`config.mk`:
```
export PLATFORM = sky130hd
export DESIGN_NAME = alu_issuer_flat
export DESIGN_NICKNAME = d
export VERILOG_FILES = /design/src/rtl/alu_pkg.sv /design/src/rtl/alu_issuer_if.sv /design/src/rtl/alu_cmd_fifo.sv /design/src/rtl/alu_issuer.sv /design/src/flat_wrapper.sv
export SDC_FILE = /design/constraint.sdc
export NUM_CORES = 1
export LEC_CHECK = 0
export ABC_AREA = 1
export ABC_CLOCK_PERIOD_IN_PS = 2800
export BUFFER_PORTS_ARGS = -buffer_cell sky130_fd_sc_hd__buf_4
export CAP_MARGIN = 40
export CORE_MARGIN = 2
export CORE_UTILIZATION = 45
export DETAILED_ROUTE_END_ITERATION = 8
export GPL_TIMING_DRIVEN = 1
export SLEW_MARGIN = 0
export SYNTH_ARGS = -nofsm -noshare
export SYNTH_HDL_FRONTEND = slang
export SYNTH_SLANG_ARGS = --single-unit
export TNS_END_PERCENT = 10
```
`constraint.sdc`:
```
create_clock -name clk -period 2.8 [get_ports clk]
set_input_delay 0.14 -clock clk [delete_from_list [all_inputs] [get_ports clk]]
set_output_delay 0.14 -clock clk [all_outputs]
set_load 0.01 [all_outputs]
```
`src/rtl/alu_pkg.sv`:
```
// rtl/alu_pkg.sv - shared ALU opcodes, opcode validity rule and issuer FSM encoding
package alu_pkg;

    localparam logic [7:0] OP_ADD = 8'd0;
    localparam logic [7:0] OP_SUB = 8'd1;
    localparam logic [7:0] OP_OR  = 8'd2;
    localparam logic [7:0] OP_AND = 8'd3;

    typedef enum logic [2:0] {
        ST_IDLE      = 3'd0,
        ST_ISSUE     = 3'd1,
        ST_WAIT_BUSY = 3'd2,
        ST_WAIT_DONE = 3'd3,
        ST_RESPOND   = 3'd4
    } issuer_state_t;

    // The ALU only implements the four opcodes above; anything larger is rejected.
    function automatic logic op_is_legal(input logic [7:0] op);
        return op <= OP_AND;
    endfunction

endpackage

```
`src/rtl/alu_issuer_if.sv`:
```
// rtl/alu_issuer_if.sv - command, ALU and response signals of the ALU issuer
interface alu_issuer_if #(
    parameter int TAG_W = 4
);
    logic             in_wire_cmd_valid;
    logic             out_wire_cmd_ready;
    logic [7:0]       in_wire_cmd_op;
    logic [7:0]       in_wire_cmd_a;
    logic [7:0]       in_wire_cmd_b;
    logic [TAG_W-1:0] in_wire_cmd_tag;
    logic             out_wire_enable;
    logic [7:0]       out_wire_instruction;
    logic [7:0]       out_wire_input_0;
    logic [7:0]       out_wire_input_1;
    logic             in_wire_busy;
    logic [7:0]       in_wire_result;
    logic             out_wire_rsp_valid;
    logic             in_wire_rsp_ready;
    logic [7:0]       out_wire_rsp_data;
    logic [TAG_W-1:0] out_wire_rsp_tag;
    logic             out_wire_rsp_error;
    logic             out_wire_idle;

    // Issuer side
    modport master (
        input  in_wire_cmd_valid, in_wire_cmd_op, in_wire_cmd_a, in_wire_cmd_b,
               in_wire_cmd_tag, in_wire_busy, in_wire_result, in_wire_rsp_ready,
        output out_wire_cmd_ready, out_wire_enable, out_wire_instruction,
               out_wire_input_0, out_wire_input_1, out_wire_rsp_valid,
               out_wire_rsp_data, out_wire_rsp_tag, out_wire_rsp_error, out_wire_idle
    );

    // Sequencer / ALU / response consumer side
    modport slave (
        output in_wire_cmd_valid, in_wire_cmd_op, in_wire_cmd_a, in_wire_cmd_b,
               in_wire_cmd_tag, in_wire_busy, in_wire_result, in_wire_rsp_ready,
        input  out_wire_cmd_ready, out_wire_enable, out_wire_instruction,
               out_wire_input_0, out_wire_input_1, out_wire_rsp_valid,
               out_wire_rsp_data, out_wire_rsp_tag, out_wire_rsp_error, out_wire_idle
    );
endinterface

```
`src/rtl/alu_cmd_fifo.sv`:
```
// rtl/alu_cmd_fifo.sv - synchronous command FIFO with wrap-bit pointers and full/empty flags
module alu_cmd_fifo #(
    parameter int DEPTH = 4,
    parameter int WIDTH = 28
) (
    input  logic             clk,
    input  logic             reset,
    input  logic             push,
    input  logic [WIDTH-1:0] wr_data,
    input  logic             pop,
    output logic [WIDTH-1:0] rd_data,
    output logic             full,
    output logic             empty
);
    localparam int AW = $clog2(DEPTH);

    logic [WIDTH-1:0] mem [DEPTH];
    logic [AW:0]      wr_ptr;
    logic [AW:0]      rd_ptr;

    // Same index with opposite wrap bits means the writer has lapped the reader.
    assign full    = (wr_ptr[AW] != rd_ptr[AW]) && (wr_ptr[AW-1:0] == rd_ptr[AW-1:0]);
    assign empty   = (wr_ptr == rd_ptr);
    assign rd_data = mem[rd_ptr[AW-1:0]];

    // Pointer update; wrap-around is silent.
    always_ff @(posedge clk or posedge reset) begin
        if (reset) begin
            wr_ptr <= '0;
            rd_ptr <= '0;
        end else begin
            if (push && !full)
                wr_ptr <= wr_ptr + (AW+1)'(1);
            if (pop && !empty)
                rd_ptr <= rd_ptr + (AW+1)'(1);
        end
    end

    // Storage write; contents need no reset because empty gates every read.
    always_ff @(posedge clk) begin
        if (push && !full)
            mem[wr_ptr[AW-1:0]] <= wr_data;
    end

endmodule

```
`src/rtl/alu_issuer.sv`:
```
// rtl/alu_issuer.sv - ALU issuer top; ALU_ISSUER_TIMEOUT_EN adds a wait-state timeout
module alu_issuer
    import alu_pkg::*;
#(
    parameter int FIFO_DEPTH     = 4,
    parameter int TAG_W          = 4,
    parameter int TIMEOUT_CYCLES = 16
) (
    input logic          clk,
    input logic          reset,
    alu_issuer_if.master bus
);
    localparam int CMD_W = 24 + TAG_W;

    if (FIFO_DEPTH < 2 || (FIFO_DEPTH & (FIFO_DEPTH - 1)) != 0 || TIMEOUT_CYCLES < 1) begin : g_bad_cfg
        $error("alu_issuer: FIFO_DEPTH must be a power of two >= 2 and TIMEOUT_CYCLES >= 1");
    end

    issuer_state_t    state;
    logic [CMD_W-1:0] fifo_wdata;
    logic [CMD_W-1:0] fifo_rdata;
    logic             fifo_full;
    logic             fifo_empty;
    logic             push;
    logic             pop;
    logic [7:0]       head_op;
    logic [7:0]       op_q;
    logic [7:0]       a_q;
    logic [7:0]       b_q;
    logic [TAG_W-1:0] tag_q;
    logic             enable_q;
    logic             rsp_valid_q;
    logic [7:0]       rsp_data_q;
    logic             rsp_error_q;

`ifdef ALU_ISSUER_TIMEOUT_EN
    localparam int TO_W = $clog2(TIMEOUT_CYCLES + 1);
    logic [TO_W-1:0] wait_cnt;
    logic            wait_expired;
    // wait_cnt holds the cycles already spent in the current wait state, so
    // this cycle is the TIMEOUT_CYCLES-th one when it equals TIMEOUT_CYCLES-1.
    assign wait_expired = (wait_cnt == TO_W'(TIMEOUT_CYCLES - 1));
`else
    // Without the timeout both wait states block until the ALU answers.
`endif

    assign fifo_wdata = {bus.in_wire_cmd_tag, bus.in_wire_cmd_op, bus.in_wire_cmd_a, bus.in_wire_cmd_b};
    assign push       = bus.in_wire_cmd_valid && !fifo_full;
    assign pop        = (state == ST_IDLE) && !fifo_empty;
    assign head_op    = fifo_rdata[23:16];

    alu_cmd_fifo #(
        .DEPTH (FIFO_DEPTH),
        .WIDTH (CMD_W)
    ) u_fifo (
        .clk     (clk),
        .reset   (reset),
        .push    (push),
        .wr_data (fifo_wdata),
        .pop     (pop),
        .rd_data (fifo_rdata),
        .full    (fifo_full),
        .empty   (fifo_empty)
    );

    assign bus.out_wire_cmd_ready   = !fifo_full;
    assign bus.out_wire_idle        = (state == ST_IDLE) && fifo_empty;
    assign bus.out_wire_enable      = enable_q;
    assign bus.out_wire_instruction = op_q;
    assign bus.out_wire_input_0     = a_q;
    assign bus.out_wire_input_1     = b_q;
    assign bus.out_wire_rsp_valid   = rsp_valid_q;
    assign bus.out_wire_rsp_data    = rsp_data_q;
    assign bus.out_wire_rsp_tag     = tag_q;
    assign bus.out_wire_rsp_error   = rsp_error_q;

    // Issuer FSM: pop a command, drive the ALU through its busy handshake, hold the response.
    always_ff @(posedge clk or posedge reset) begin
        if (reset) begin
            state       <= ST_IDLE;
            op_q        <= '0;
            a_q         <= '0;
            b_q         <= '0;
            tag_q       <= '0;
            enable_q    <= 1'b0;
            rsp_valid_q <= 1'b0;
            rsp_data_q  <= '0;
            rsp_error_q <= 1'b0;
`ifdef ALU_ISSUER_TIMEOUT_EN
            wait_cnt    <= '0;
`endif
        end else begin
            case (state)
                ST_IDLE: begin
                    if (!fifo_empty) begin
                        op_q  <= head_op;
                        a_q   <= fifo_rdata[15:8];
                        b_q   <= fifo_rdata[7:0];
                        tag_q <= fifo_rdata[CMD_W-1:24];
                        if (op_is_legal(head_op)) begin
                            enable_q <= 1'b1;
                            state    <= ST_ISSUE;
                        end else begin
                            // Illegal opcodes never reach the ALU.
                            rsp_valid_q <= 1'b1;
                            rsp_error_q <= 1'b1;
                            rsp_data_q  <= '0;
                            state       <= ST_RESPOND;
                        end
                    end
                end
                ST_ISSUE: begin
`ifdef ALU_ISSUER_TIMEOUT_EN
                    wait_cnt <= '0;
`endif
                    state <= ST_WAIT_BUSY;
                end
                ST_WAIT_BUSY: begin
                    if (bus.in_wire_busy) begin
`ifdef ALU_ISSUER_TIMEOUT_EN
                        wait_cnt <= '0;
`endif
                        state <= ST_WAIT_DONE;
                    end
`ifdef ALU_ISSUER_TIMEOUT_EN
                    else if (wait_expired) begin
                        enable_q    <= 1'b0;
                        rsp_valid_q <= 1'b1;
                        rsp_error_q <= 1'b1;
                        rsp_data_q  <= '0;
                        state       <= ST_RESPOND;
                    end else if (wait_cnt != '1) begin
                        wait_cnt <= wait_cnt + TO_W'(1);
                    end
`endif
                end
                ST_WAIT_DONE: begin
                    if (!bus.in_wire_busy) begin
                        enable_q    <= 1'b0;
                        rsp_valid_q <= 1'b1;
                        rsp_data_q  <= bus.in_wire_result;
                        state       <= ST_RESPOND;
                    end
`ifdef ALU_ISSUER_TIMEOUT_EN
                    else if (wait_expired) begin
                        enable_q    <= 1'b0;
                        rsp_valid_q <= 1'b1;
                        rsp_error_q <= 1'b1;
                        rsp_data_q  <= '0;
                        state       <= ST_RESPOND;
                    end else if (wait_cnt != '1) begin
                        wait_cnt <= wait_cnt + TO_W'(1);
                    end
`endif
                end
                ST_RESPOND: begin
                    // The next pop happens one cycle after accept, never in the accept cycle.
                    if (bus.in_wire_rsp_ready) begin
                        rsp_valid_q <= 1'b0;
                        rsp_error_q <= 1'b0;
                        state       <= ST_IDLE;
                    end
                end
                default: state <= ST_IDLE;
            endcase
        end
    end

endmodule
```
`src/flat_wrapper.sv`:
```
// flat-port wrapper written by rule: the top's interface ports become plain ports
module alu_issuer_flat import alu_pkg::*;
#(
    parameter int FIFO_DEPTH     = 4,
    parameter int TAG_W          = 4,
    parameter int TIMEOUT_CYCLES = 16
)
  (clk, reset, bus_in_wire_cmd_valid, bus_in_wire_cmd_op, bus_in_wire_cmd_a, bus_in_wire_cmd_b, bus_in_wire_cmd_tag, bus_in_wire_busy, bus_in_wire_result, bus_in_wire_rsp_ready, bus_out_wire_cmd_ready, bus_out_wire_enable, bus_out_wire_instruction, bus_out_wire_input_0, bus_out_wire_input_1, bus_out_wire_rsp_valid, bus_out_wire_rsp_data, bus_out_wire_rsp_tag, bus_out_wire_rsp_error, bus_out_wire_idle);
  alu_issuer_if #(.TAG_W(TAG_W)) bus_i ();
  input logic clk;
  input logic reset;
  input wire logic [$bits(bus_i.in_wire_cmd_valid)-1:0] bus_in_wire_cmd_valid;
  input wire logic [$bits(bus_i.in_wire_cmd_op)-1:0] bus_in_wire_cmd_op;
  input wire logic [$bits(bus_i.in_wire_cmd_a)-1:0] bus_in_wire_cmd_a;
  input wire logic [$bits(bus_i.in_wire_cmd_b)-1:0] bus_in_wire_cmd_b;
  input wire logic [$bits(bus_i.in_wire_cmd_tag)-1:0] bus_in_wire_cmd_tag;
  input wire logic [$bits(bus_i.in_wire_busy)-1:0] bus_in_wire_busy;
  input wire logic [$bits(bus_i.in_wire_result)-1:0] bus_in_wire_result;
  input wire logic [$bits(bus_i.in_wire_rsp_ready)-1:0] bus_in_wire_rsp_ready;
  output wire logic [$bits(bus_i.out_wire_cmd_ready)-1:0] bus_out_wire_cmd_ready;
  output wire logic [$bits(bus_i.out_wire_enable)-1:0] bus_out_wire_enable;
  output wire logic [$bits(bus_i.out_wire_instruction)-1:0] bus_out_wire_instruction;
  output wire logic [$bits(bus_i.out_wire_input_0)-1:0] bus_out_wire_input_0;
  output wire logic [$bits(bus_i.out_wire_input_1)-1:0] bus_out_wire_input_1;
  output wire logic [$bits(bus_i.out_wire_rsp_valid)-1:0] bus_out_wire_rsp_valid;
  output wire logic [$bits(bus_i.out_wire_rsp_data)-1:0] bus_out_wire_rsp_data;
  output wire logic [$bits(bus_i.out_wire_rsp_tag)-1:0] bus_out_wire_rsp_tag;
  output wire logic [$bits(bus_i.out_wire_rsp_error)-1:0] bus_out_wire_rsp_error;
  output wire logic [$bits(bus_i.out_wire_idle)-1:0] bus_out_wire_idle;
  assign bus_i.in_wire_cmd_valid = bus_in_wire_cmd_valid;
  assign bus_i.in_wire_cmd_op = bus_in_wire_cmd_op;
  assign bus_i.in_wire_cmd_a = bus_in_wire_cmd_a;
  assign bus_i.in_wire_cmd_b = bus_in_wire_cmd_b;
  assign bus_i.in_wire_cmd_tag = bus_in_wire_cmd_tag;
  assign bus_i.in_wire_busy = bus_in_wire_busy;
  assign bus_i.in_wire_result = bus_in_wire_result;
  assign bus_i.in_wire_rsp_ready = bus_in_wire_rsp_ready;
  assign bus_out_wire_cmd_ready = bus_i.out_wire_cmd_ready;
  assign bus_out_wire_enable = bus_i.out_wire_enable;
  assign bus_out_wire_instruction = bus_i.out_wire_instruction;
  assign bus_out_wire_input_0 = bus_i.out_wire_input_0;
  assign bus_out_wire_input_1 = bus_i.out_wire_input_1;
  assign bus_out_wire_rsp_valid = bus_i.out_wire_rsp_valid;
  assign bus_out_wire_rsp_data = bus_i.out_wire_rsp_data;
  assign bus_out_wire_rsp_tag = bus_i.out_wire_rsp_tag;
  assign bus_out_wire_rsp_error = bus_i.out_wire_rsp_error;
  assign bus_out_wire_idle = bus_i.out_wire_idle;
  alu_issuer #(.FIFO_DEPTH(FIFO_DEPTH), .TAG_W(TAG_W), .TIMEOUT_CYCLES(TIMEOUT_CYCLES)) u_core (.clk(clk), .reset(reset), .bus(bus_i));
endmodule
```
==> metrics, run 1 <==
largest cells by area after synthesis edfxtp_1, dfrtp_1, nor2_1, nand2_1, o21ai_0; io pins 82; Distinct cells, synth 26; Synth Instances ~530; Worst-path clk slew roughly 0.050 ns; fin crit share 0.7501; layout cell share with drive strength beyond 1 0.1994; most used cell along the critical path nand2_1; via count approximately 4200; CTS tree done; Yosys top cell area share 0.5397; CP max stage cell inv_2; syn_nets 573; pwr dens 1075 nW/µm²; syn avg cell area 11.83 µm²; Worst-Skew Late Latency around 0.42 ns; Initial Utilization 0.4543; Critical Path RT 3.10 ns; worst hold slack 0.03663 ns; CTS resizes 0; Detailed Route WL between 10 and 15 mm; Ant. Diodes 0; Total Power 8.645 mW; Worst Hold Class input pin to flip-flop; Antenna Nets Post-Route 0; Port Buf Inserts 81; area leader, netlist edfxtp_1; crit path capture type flip-flop; Root Buffer clkbuf_16; placed wire-length estimate 8.120 mm; switching power roughly 3.0 mW; vias in the first global route 4095; Max H-tree Level 4; floorplan row count 43; Synth Area in Simple Gates 0.1504; Top delay family on crit path buffers and inverters; Layout Area Growth over Synthesis 29.09%; most frequent cell after synthesis nor2_1; fin nets 700; reg2reg start u_core.state[1]; critical path buffer and inverter count 2; Gate power share 0.346; async set-reset flop share out of synthesis 0.3000; Int Pwr 5.633 mW; pins over their slew limit 0; Synth Area in Adders 0.01004; EDFF count, synth 112; crit path max fanout 44; gpl congestion a little over 0.8; ys flop type edfxtp_1; Via density 4.979; Yosys reg bits 160; GRT overflow 0; VDD IR max 0.5086 mV; crit path from u_core.state[1]; Die Ht 121.7 µm; unrepaired setup endpoints after global routing no; list of most frequent post-synthesis cells nor2_1, edfxtp_1, nand2_1; Clock Power Share 0.248; CP peak stage delay 0.65 ns; Worst Max-Slew Pin Slew 0.7919 ns; Seq pwr share 0.407; Max Freq 476.1 MHz; Setup TNS Final 0 ns; HP Start bus_in_wire_busy; post-synthesis cell area 6232 µm²; post-synthesis sequential area ratio 0.7324; DR WL/cell 15.79 µm; first-pass GRT wire length 20.98 mm; die area 14810 µm²; Post-Route Skew 0.007850 ns; clk buf depth 2; post-synthesis mux area share 0; worst-path cell chain inv_1 -> nand2_1 -> nor2_4 -> nand2_2 -> inv_2 -> nand2_1 -> xnor2_1; status complete, no violations; remaining routing DRC violations 0; Yosys warnings 0; CORE AREA 13720 µm²; DRT iter0 DRCs 318; Sw Ratio 0.3484; Worst EP arrival 2.40 ns; CTS Buf Count 17; worst rel slew slack 0.4713; Hold Vio Cnt, Final 0; CP Launch Type flip-flop; Setup Viol. Count Final 0; XOR/XNOR Fraction of Synth Area 0.007027; pin count of the biggest net entering global routing a little under 60; die width 121.7 µm; TritonCTS Sinks 160; Final Critical Period 2.100 ns; Leak 3.246 nW; Synth Area in Compound Gates 0.06866; CP Class flip-flop to flip-flop; largest family of logic cells by synthesized area simple AND/OR/NAND/NOR gates; initial antenna violation count 0; Global Route Usage Sum 0.1904; 1st-pass router iterations 4; max cap viols 0
## state kept, by name (all words and copies together) (netlist names)
name and flops:
u_core.u_fifo.mem 112, u_core.bus.out_wire_enable 1, u_core.bus.out_wire_rsp_valid 1, u_core.bus.out_wire_input_1 8, u_core.bus.out_wire_rsp_error 1, u_core.bus.out_wire_rsp_tag 4
u_core.bus.out_wire_input_0 8, u_core.bus.out_wire_rsp_data 8, u_core.u_fifo.rd_ptr 3, u_core.u_fifo.wr_ptr 3, u_core.state 3, u_core.bus.out_wire_instruction 8
## layout make-up
type | count | area [µm²]
multi-input combinational | 323 | 1501
timing repair buffer | 132 | 1129
clock inverter | 6 | 60.06
clock buffer | 26 | 489.2
inverter | 20 | 75.07
sequential | 160 | 4566
fill | 1096 | 5674
tap | 180 | 225.2
## layout by cell type (no fill, tap or decap), drive strengths merged, types with 3 or more instances in the layout
| cell type | synthesis | routed |
|---|---|---|
| edfxtp | 112 | 112 |
| clkbuf | 6 | 26 |
| nor2 | 118 | 118 |
| a21oi | 3 | 3 |
| nand3 | 25 | 25 |
| nand2 | 86 | 86 |
| clkinv | 0 | 4 |
| o21ai | 55 | 55 |
| a31oi | 20 | 20 |
| inv | 20 | 20 |
| ha | 5 | 5 |
| dfrtp | 48 | 48 |
| buf | 18 | 95 |
| dlygate4sd3 | 0 | 37 |
| xor2 | 3 | 3 |
## routing by layer
layer	share of wire	wire, µm	up-vias	GRT usage
met2	0.50	6727	109	0.3234
met5	0	0	-	0
met1	0.43	5764	2024	0.2363
met4	0.019	251	0	0.07328
li1	-	-	2060	-
met3	0.047	632	24	0.04682
## through the flow
stage	worst slack (ns)	area, µm²	utilization	instances
CTS	0.6873	8045	0.5864	847
global route	0.4569	8045	0.5864	847
detailed placement	0.7029	7126	0.5194	778
finish	0.6998	8045	0.5864	847
global placement	0.7389	7098	0.5174	777
floorplan	0.1553	6232	-	527
## what timing repair did
action / CTS / global route
buffers inserted: 0 / 0
hold buffers: 37 / 0
hold endpoints to repair: 149 / 0
setup endpoints to repair: 0 / 0
## tightest hold or removal path: stages
cell     delay, ns
buf_4         0.09
nand2_1       0.09
nand2_1       0.09
## logic make-up (layout without fill, tap and decap cells)
group           count (synthesis)  count (layout)
flops                         160             160
fa+ha+maj                       5               5
buf+inv                        44             184
simple gates                  233             233
xor+xnor                        5               5
compound gates                 80              80
## power groups by stage
stage | logic (mW) | registers [mW] | clock network [mW]
floorplan | 1.79 | 3.60 | 0
global placement | 2.89 | 3.53 | 0
detailed placement | 2.99 | 3.56 | 0
CTS | 3.04 | 3.52 | 2.18
global route | 3.37 | 3.57 | 2.29
finish | 2.99 | 3.51 | 2.14
## worst paths after layout
check                                                        to  slack [ns]  cells after the start
worst max-delay path                    u_core.u_fifo.rd_ptr[2]        0.70                      7
worst min-delay path                            u_core.state[0]        0.04                      3
worst max register to register          u_core.u_fifo.rd_ptr[2]        0.70                      7
max in group asynchronous        u_core.bus.out_wire_input_1[4]        1.69                      4
min in group asynchronous       u_core.bus.out_wire_rsp_data[2]        0.37                      3
worst min register to register  u_core.bus.out_wire_rsp_data[0]        0.48                      2
No activity file was read; power rests on OpenSTA's default activity.
==> inputs of run 2 (changes only) <==
--- a/config.mk
+++ b/config.mk
@@ -5,8 +5,8 @@
 export SDC_FILE = /design/constraint.sdc
 export NUM_CORES = 1
 export LEC_CHECK = 0
-export ABC_AREA = 1
-export ABC_CLOCK_PERIOD_IN_PS = 2800
+export ABC_AREA = 0
+export ABC_CLOCK_PERIOD_IN_PS = 2110
 export BUFFER_PORTS_ARGS = -buffer_cell sky130_fd_sc_hd__buf_4
 export CAP_MARGIN = 40
 export CORE_MARGIN = 2
==> constraint.sdc (replaced) <==
create_clock -name clk -period 2.11 [get_ports clk]
set_input_delay 0.1055 -clock clk [delete_from_list [all_inputs] [get_ports clk]]
set_output_delay 0.1055 -clock clk [all_outputs]
set_load 0.01 [all_outputs]
==> run 2 against run 1 <==
Against the previous run:
- wire length down 12%
- via count shrank 23%
- critical path type unchanged
- clock skew is 0.0015 ns lower
- highest routed layer unchanged
- critical endpoint is now u_core.bus.out_wire_rsp_data[1]
- clock power is 37% higher
- flip-flop and latch count is the same
- cell count is 25% lower
==> metrics, run 2 <==
status complete, no violations; commonest non-fill, non-tap cell in the layout edfxtp_1; async set-reset flop share out of synthesis 0.3000; GRT overflow 0; Die Ht 119.6 µm; HP Start bus_in_wire_cmd_valid; clk buf depth 2; Worst-path clk slew 0.06 ns; VDD IR max 0.7273 mV; Global Route Usage Sum 0.1723; reg2reg start u_core.u_fifo.rd_ptr[0]; max reg flops 112; pwr dens 1461 nW/µm²; layout cell share with drive strength beyond 1 0.4320; Yosys reg bits 160; Detailed Route WL 11.81 mm; Hold Path Cell Cnt 5; io pins 82; TritonCTS Sinks 160; Final Critical Period 2.007 ns; Distinct cells, synth 31; ys flop type edfxtp_1; unrepaired setup endpoints after global routing no; largest cells by area after synthesis edfxtp_1, dfrtp_1, mux4_2, mux2_2, a22o_1; Antenna Nets Post-Route 0; initial antenna violation count 0; Gate power share 0.354; Seq pwr share 0.399; gpl congestion 0.7219; Worst EP arrival between 2 and 2.5 ns; max cap viols 0; Ant. Diodes 0; R2R Setup Slk 0.10 ns; crit path max fanout 11; floorplan row count 42; Synth Instances 287; Max H-tree Level 4; CORE AREA 13140 µm²; Max Freq 498.2 MHz; 1st-pass router iterations 5; CP max stage cell mux4_2; list of most frequent post-synthesis cells edfxtp_1, dfrtp_1, mux4_2; Sw Ratio 0.2940; Hold Vio Cnt, Final 0; remaining routing DRC violations 0; Clock Power Share 0.248; Seq. cell area about 4600 µm²; Critical Path RT 2.46 ns; Yosys top cell area share 0.5592; Initial Utilization 0.4578; Worst Hold Class input pin to flip-flop; Setup Viol. Count Final 0; post-synthesis cell area 6015 µm²; fin crit share 0.9513; worst hold slack 0.2971 ns; switching power 3.487 mW; CP Class flip-flop to flip-flop; via count about 3200; hold endpoint u_core.u_fifo.wr_ptr[0]; most frequent cells in the layout edfxtp_1, buf_4, dfrtp_1; CP Launch Type flip-flop; first-pass GRT wire length 17.78 mm; pins over their slew limit 0; fillers 982; Multi-input gate area 1426 µm²; Leak 3.111 nW; worst r2r path cells 6; Total Power 11.86 mW; vias in the first global route between 3000 and 4000; placed wire-length estimate 7.308 mm; crit path capture type flip-flop; critical path buffer and inverter count 2; CP peak stage delay 0.56 ns; most frequent cell after synthesis edfxtp_1; area leader, netlist edfxtp_1; EDFF count, synth 112; pin count of the biggest net entering global routing 34; fin nets 489; Worst-Skew Late Latency between 0.4 and 0.5 ns; die area 14310 µm²; DRT iter0 DRCs 186; Yosys warnings 0; Via density 5.117; syn_nets ~330; Port Buf Inserts 81; CTS Buf Count 17; Root Buffer clkbuf_16; Post-Route Skew around 0.0063 ns; Top delay family on crit path multiplexers; Worst Max-Slew Pin Slew 0.7382 ns; syn avg cell area 20.96 µm²; Int Pwr between 8 and 9 mW; Layout Area Growth over Synthesis 34.95%; post-synthesis sequential area ratio 0.7589; CTS tree done; worst flop-to-flop path endpoint u_core.bus.out_wire_rsp_data[1]; die width about 120 µm; worst rel slew slack 0.5071; DR WL/cell around 19 µm; worst-path cell chain buf_12 -> mux4_2 -> nor4_4 -> buf_4 -> o2bb2ai_2 -> a22o_1
## run 2: cell types whose count changed in the layout (fill, tap and decap cells not counted), sizes merged, moves of 13 or more
| cell | change |
|---|---|
| mux4 | +28 |
| a31oi | -18 |
| nand3 | -22 |
| inv | -13 |
| nand2 | -80 |
| nor2 | -114 |
| o21ai | -53 |
| mux2 | +29 |
## run 2: worst max path at each step
| stage | start | end | slack [ns] | cells after the start |
|---|---|---|---|---|
| 2_1_floorplan | u_core.u_fifo.rd_ptr[0] | u_core.u_fifo.mem[1][0] | -0.16 | 4 |
| 3_3_place_gp | u_core.u_fifo.rd_ptr[0] | u_core.bus.out_wire_rsp_data[5] | 0.12 | 5 |
| 3_5_place_dp | u_core.u_fifo.rd_ptr[0] | u_core.bus.out_wire_rsp_data[0] | 0.04 | 5 |
| 4_1_cts | u_core.u_fifo.rd_ptr[0] | u_core.bus.out_wire_rsp_data[0] | 0.03 | 5 |
| 5_1_grt | u_core.u_fifo.rd_ptr[0] | u_core.bus.out_wire_rsp_valid | 0.001 | 6 |
| 6_report | u_core.u_fifo.rd_ptr[0] | u_core.bus.out_wire_rsp_data[1] | 0.10 | 6 |
## run 2: per-stage QoR
step / setup TNS (ns) / instance area (µm²) / cells / setup WS [ns] / utilization
detailed placement: 0 / 7088 / 557 / 0.04036 / 0.5395
global placement: 0 / 7088 / 557 / 0.1210 / 0.5395
CTS: 0 / 8044 / 628 / 0.03084 / 0.6123
floorplan: -13.32 / 6016 / 287 / -0.1586 / -
finish: 0 / 8117 / 632 / 0.1028 / 0.6178
global route: 0 / 8117 / 632 / 0.001380 / 0.6178
## run 2: cell type report
type,instances,area share
sequential,160,0.5625
multi-input combinational,113,0.1757
timing repair buffer,145,0.1622
clock buffer,21,0.05550
tap,176,0.02713
clock inverter,11,0.01418
inverter,6,0.002775
## run 2: kinds of logic (layout without fill, tap and decap cells)
group           after synthesis  in the layout  synth area share
fa+ha+maj                     5              5           0.01040
buf+inv                      15            183           0.01165
mux                          57             57            0.1604
xor+xnor                      8              8           0.01165
simple gates                 25             25           0.02330
compound gates               17             18           0.02372
flops                       160            160            0.7589
## run 2: timing repair
action                     4_1_cts  5_1_grt
setup endpoints to repair        0       11
hold buffers                    39        0
hold endpoints to repair       155        0
resized for setup                0        2
buffers inserted                 0        2
## run 2: power by group through the flow
stage	clock (mW)	combinational (mW)	sequential, mW
after floorplan	0	2.33	4.80
after global placement	0	4.03	4.75
after detailed placement	0	4.08	4.80
after CTS	2.99	4.15	4.74
after global routing	3.10	4.54	4.82
final	2.94	4.19	4.73
## run 2: layer usage
metal | track usage | routed length (µm) | vias to the layer above
met5 | 0 | 0 | -
met4 | 0.07279 | 126 | 0
met3 | 0.04468 | 481 | 11
met2 | 0.2832 | 6111 | 94
met1 | 0.2188 | 5089 | 1666
li1 | - | - | 1463
## run 2: tightest hold or removal path: stages
cell,delay [ns]
buf_4,0.11
inv_1,0.09
a31oi_1,0.10
buf_4,0.15
xnor2_1,0.12
